### config.mk
export PLATFORM = sky130hd
export DESIGN_NAME = sync_fifo_flex
export DESIGN_NICKNAME = d
export VERILOG_FILES = /design/src/rtl/sync_fifo_flex.sv
export SDC_FILE = /design/constraint.sdc
export NUM_CORES = 1
export LEC_CHECK = 0
export BUFFER_PORTS_ARGS = -buffer_cell sky130_fd_sc_hd__buf_2
export CAP_MARGIN = 40
export CORE_MARGIN = 8
export CORE_UTILIZATION = 65
export CTS_CLUSTER_SIZE = 16
export DETAILED_ROUTE_END_ITERATION = 10
export PLACE_DENSITY = 0.88
export SYNTH_ARGS = -nofsm -noshare
export SYNTH_HDL_FRONTEND = slang
export SYNTH_SLANG_ARGS = --single-unit
### constraint.sdc
create_clock -name clk -period 5.7 [get_ports clk]
set_input_delay 0.285 -clock clk [delete_from_list [all_inputs] [get_ports clk]]
set_output_delay 0.285 -clock clk [all_outputs]
set_load 0.05 [all_outputs]
### src/rtl/sync_fifo_flex.sv
// sync_fifo_flex: single-clock FIFO with any depth >= 2.
//
// Features: occupancy count, almost-full/almost-empty flags,
// overflow/underflow pulses, standard or first-word-fall-through reads.
//
// Ports:
//   clk          rising-edge clock
//   reset        asynchronous active-low reset
//   write_en     write request;  data_in  write word
//   read_en      read request / FWFT pop
//   data_out     read word;      data_valid  data_out is meaningful
//   full, empty, almost_full, almost_empty   occupancy flags
//   count        current occupancy
//   overflow     1-cycle pulse after a rejected write
//   underflow    1-cycle pulse after a rejected read
module sync_fifo_flex #(
   parameter int FIFO_DEPTH    = 16,
   parameter int FIFO_WIDTH    = 8,
   parameter int FWFT          = 0,
   parameter int AFULL_THRESH  = FIFO_DEPTH - 2,
   parameter int AEMPTY_THRESH = 2,
   parameter int PTR_WIDTH     = $clog2(FIFO_DEPTH),
   parameter int CNT_WIDTH     = $clog2(FIFO_DEPTH + 1)
) (
   input  logic                  clk,
   input  logic                  reset,
   input  logic                  write_en,
   input  logic [FIFO_WIDTH-1:0] data_in,
   input  logic                  read_en,
   output logic [FIFO_WIDTH-1:0] data_out,
   output logic                  data_valid,
   output logic                  full,
   output logic                  empty,
   output logic                  almost_full,
   output logic                  almost_empty,
   output logic [CNT_WIDTH-1:0]  count,
   output logic                  overflow,
   output logic                  underflow
);

   localparam logic [PTR_WIDTH-1:0] LAST_IDX =
      PTR_WIDTH'(FIFO_DEPTH - 1);
   localparam logic [CNT_WIDTH-1:0] MAX_CNT =
      CNT_WIDTH'(FIFO_DEPTH);

   logic [FIFO_WIDTH-1:0] r_mem [FIFO_DEPTH];
   logic [PTR_WIDTH-1:0]  r_wr_ptr;
   logic [PTR_WIDTH-1:0]  r_rd_ptr;
   logic [CNT_WIDTH-1:0]  r_count;
   logic                  r_ovf;
   logic                  r_udf;

   logic                  w_full;
   logic                  w_empty;
   logic                  w_wr_acc;
   logic                  w_rd_acc;
   logic [PTR_WIDTH-1:0]  w_wr_ptr_nxt;
   logic [PTR_WIDTH-1:0]  w_rd_ptr_nxt;

   assign w_full   = (r_count == MAX_CNT);
   assign w_empty  = (r_count == '0);
   assign w_wr_acc = write_en & ~w_full;
   assign w_rd_acc = read_en & ~w_empty;

   // Explicit wrap so non-power-of-two depths use every entry
   assign w_wr_ptr_nxt = (r_wr_ptr == LAST_IDX) ? '0
                       : r_wr_ptr + PTR_WIDTH'(1);
   assign w_rd_ptr_nxt = (r_rd_ptr == LAST_IDX) ? '0
                       : r_rd_ptr + PTR_WIDTH'(1);

   always_ff @(posedge clk) begin
      if (w_wr_acc) begin
         r_mem[r_wr_ptr] <= data_in;
      end
   end

   always_ff @(posedge clk or negedge reset) begin
      if (!reset) begin
         r_wr_ptr <= '0;
         r_rd_ptr <= '0;
         r_count  <= '0;
         r_ovf    <= 1'b0;
         r_udf    <= 1'b0;
      end else begin
         r_ovf <= write_en & w_full;
         r_udf <= read_en & w_empty;
         if (w_wr_acc) begin
            r_wr_ptr <= w_wr_ptr_nxt;
         end
         if (w_rd_acc) begin
            r_rd_ptr <= w_rd_ptr_nxt;
         end
         unique case ({w_wr_acc, w_rd_acc})
            2'b10:   r_count <= r_count + CNT_WIDTH'(1);
            2'b01:   r_count <= r_count - CNT_WIDTH'(1);
            default: r_count <= r_count;
         endcase
      end
   end

   generate
      if (FWFT != 0) begin : g_fwft
         // Head word is shown as soon as the FIFO is non-empty
         assign data_out   = w_empty ? '0 : r_mem[r_rd_ptr];
         assign data_valid = ~w_empty;
      end else begin : g_std
         logic [FIFO_WIDTH-1:0] r_dout;
         logic                  r_dv;

         always_ff @(posedge clk or negedge reset) begin
            if (!reset) begin
               r_dout <= '0;
               r_dv   <= 1'b0;
            end else begin
               r_dv <= w_rd_acc;
               if (w_rd_acc) begin
                  r_dout <= r_mem[r_rd_ptr];
               end
            end
         end

         assign data_out   = r_dout;
         assign data_valid = r_dv;
      end
   endgenerate

   assign full         = w_full;
   assign empty        = w_empty;
   assign almost_full  = (int'(r_count) >= AFULL_THRESH);
   assign almost_empty = (int'(r_count) <= AEMPTY_THRESH);
   assign count        = r_count;
   assign overflow     = r_ovf;
   assign underflow    = r_udf;

endmodule

==> results.md <==
* Via/cell ratio at 6.796
* Hold Crit Class: input pin to flop
* Post-synthesis simple-gate area fraction at 3.924%
* Leakage at 0.002489 uW
* Layout net count at 396
* Multi-input logic area at 1594 um^2
* Grt total ovfl at 0
* Critical Setup Path Class: flop to flop
* I/O pins at 32
* CTS tree: done
* Vias in the first global route at 3460
* Final Cell Area at 7059 um^2
* Synth Area in Adders at 1.830%
* Clock buffer count from CTS at 17
* Setup violations, final at 0
* Post-synthesis cell type count at 38
* Core area at 9196 um^2
* Iter 0 DRT Violations at 411
* Antenna diode instance count at 0
* WHS Endpoint: underflow
* Synth cell count leaders: edfxtp_1, mux4_2, dfrtp_1
* Die height at 113.3 um
* Routed via count at 3391
* Syn Area/Cell at 18.59 um^2
* Crit path time final at 3.326 ns
* CTS H-tree depth at 4
* Mux cell area share after synthesis at 14.58%
* # rows at 35
* Sequential area share after synthesis at 72.22%
* VDD IR max at 0.3928 mV
* Area contributors post-synth: edfxtp_1, mux4_2, dfrtp_1
* Starting Density at 66.91%
* Yosys top cell area share at 62.46%
* Layout cells sized above 1 at 30.41%
* TritonRoute pass-1 iters at 5
* I/O Buffers at 31
* Clk slew on worst S/H paths at 0.07 ns
* Most frequent cell after synthesis: edfxtp_1
* Xor and xnor area share after synthesis at 0.9963%
* Antenna violations before repair at 0
* Clock skew at 0.01311 ns
* WHS at 0.01138 ns
* Deepest clock path buffer count at 2
* Worst Tran Pin Value at 0.9723 ns
* Largest family of logic cells by synthesized area: multiplexers
* Cells on worst reg2reg path at 10
* MaxCap Viol Count at 0
* Routed Antenna Nets at 0
* Fin. Hold Viols at 0
* Worst-Skew Late Latency at 0.53 ns
* Hold path startpoint: read_en
* Die area at 12840 um^2
* Largest net degree at the start of global routing at 37
* Max Transition Viols Final at 0
* Synthesized flop and latch total at 152
* DR DRC count at 0
* Largest fanout on the critical path at 14
* Hold path cells at 2
* Clk sinks at 152
* Pwr dens at 539.3 nW/um^2
* P&R area growth vs syn at 14.72%
* RSZ-0062 raised after global routing: no
* Post-synth EDFFs at 128
* Main synth FF type: edfxtp_1
* Gate Count Post-Synth at 331
* Root Driver: clkbuf_8
* Critical Path AT at 3.73 ns
* Dpl hpwl at 7.687 mm
* WL final at 12.73 mm
* Syn nets at 352
* Largest area contributor in the netlist: edfxtp_1
* Util after Layout at 76.76%
* Filler instances at 453
* First-pass GRT wire length at 19.88 mm
* Final Wtd Congestion at 0.8167
* Synthesized area at 6153 um^2
* Final setup TNS at 0 ns
* Setup slack, reg-to-reg at 2.37 ns
* Crit end category: flop
* Worst r2r dst: count[4]
* Yosys warning count at 0
* Die width at 113.3 um
* Register area at 4444 um^2
* Slew HR at 34.88%
* Avg WL per Cell at 25.51 um
* Compound-Gate Fraction of Synth Area at 4.575%
* Total track usage at 21.19%
* Worst reg2reg startpoint: count[1]
* Fin crit share at 58.36%
* Placed inst area at 6451 um^2
* Worst Setup Start Kind: flop
* Status: complete, no violations
* CP required at 6.11 ns
* Cells resized by post-CTS repair at 0
* Post-synth ARST share at 15.79%
* Peak Freq at 300.6 MHz
==> cells in the final DEF (no fill, tap or decap), types with 3 or more instances in the layout <==
master,count
inv_1,7
clkinvlp_4,3
o21ai_0,5
xor2_1,4
nand3_1,4
nor2_1,17
dfrtp_1,24
o22ai_1,6
buf_4,9
clkbuf_16,16
edfxtp_1,128
nor3_1,6
ha_1,9
a31oi_1,4
inv_6,4
and2_1,7
a21oi_1,10
nand2_1,8
mux4_2,32
nand2b_1,3
a211oi_1,6
a21o_1,3
xnor2_1,3
buf_2,32
mux2_2,11
==> critical path, stage by stage (launching register included) <==
cell     delay, ns
dfrtp_1       0.62
nor2_1        0.10
a31oi_1       0.76
inv_1         0.20
ha_1          0.38
xor2_1        0.20
ha_1          0.24
o211a_1       0.23
o31ai_1       0.22
a31oi_1       0.09
xor2_1        0.16
==> metal layers <==
metal / global-route usage (%) / routed length, um / up-vias
met3: 5.644 / 1009 / 35
li1: - / - / 1405
met2: 34.72 / 6487 / 239
met4: 9.236 / 384 / 0
met5: 0 / 0 / -
met1: 26.13 / 4846 / 1712
==> cell families (layout without fill, tap and decap cells) <==
kind of cell,Yosys count,count (layout)
DFF,152,152
adders and majority gates,9,9
and+or+nand+nor,50,50
xor gates and xnor gates,7,7
muxes,45,45
buffers and inverters,26,83
AOI/OAI and AO/OA,42,42
==> per-stage QoR <==
step | power, uW | setup slack [ns] | instances
after CTS | 3809 | 2.501 | 498
after detailed placement | 2705 | 2.537 | 464
after global routing | 3953 | 2.180 | 499
after global placement | 2631 | 2.703 | 459
final | 3807 | 2.374 | 499
after floorplan | 2392 | 2.491 | 331
==> worst max-delay path by stage <==
| stage | start | endpoint | slack (ns) | cells past startpoint |
|---|---|---|---|---|
| final | count[1] | count[4] | 2.37 | 10 |
| after global placement | count[2] | count[4] | 2.70 | 9 |
| after detailed placement | count[2] | count[4] | 2.54 | 9 |
| after global routing | count[1] | count[4] | 2.18 | 10 |
| after floorplan | count[2] | count[4] | 2.49 | 12 |
| after CTS | count[1] | count[4] | 2.50 | 10 |
==> layout make-up <==
cell class              count  share of cell area, %
repair buffers             44                  3.899
flip-flops and latches    152                  62.96
clock inverters            14                  2.304
inverters                   7                 0.3722
well taps                 111                  1.967
clock buffers              18                  5.920
multi-input cells         153                  22.58
==> repair_timing <==
item,CTS,global route
hold buffers,2,0
hold endpoints to repair,25,0
setup buffers,0,0
setup endpoints to repair,0,0
==> flip-flops by register name (all words and copies together) (netlist names) <==
register,flops
r_mem,128
data_out,8
count,5
r_rd_ptr,4
r_wr_ptr,4
data_valid,1
overflow,1
underflow,1
==> where the power goes <==
group          internal (uW)  total [uW]  switching (uW)
Sequential              1370        1510             143
Combinational            495        1200             707
Clock                    635        1100             462
Total                   2490        3810            1310
Note: power is estimated with default switching activity, not from simulation.
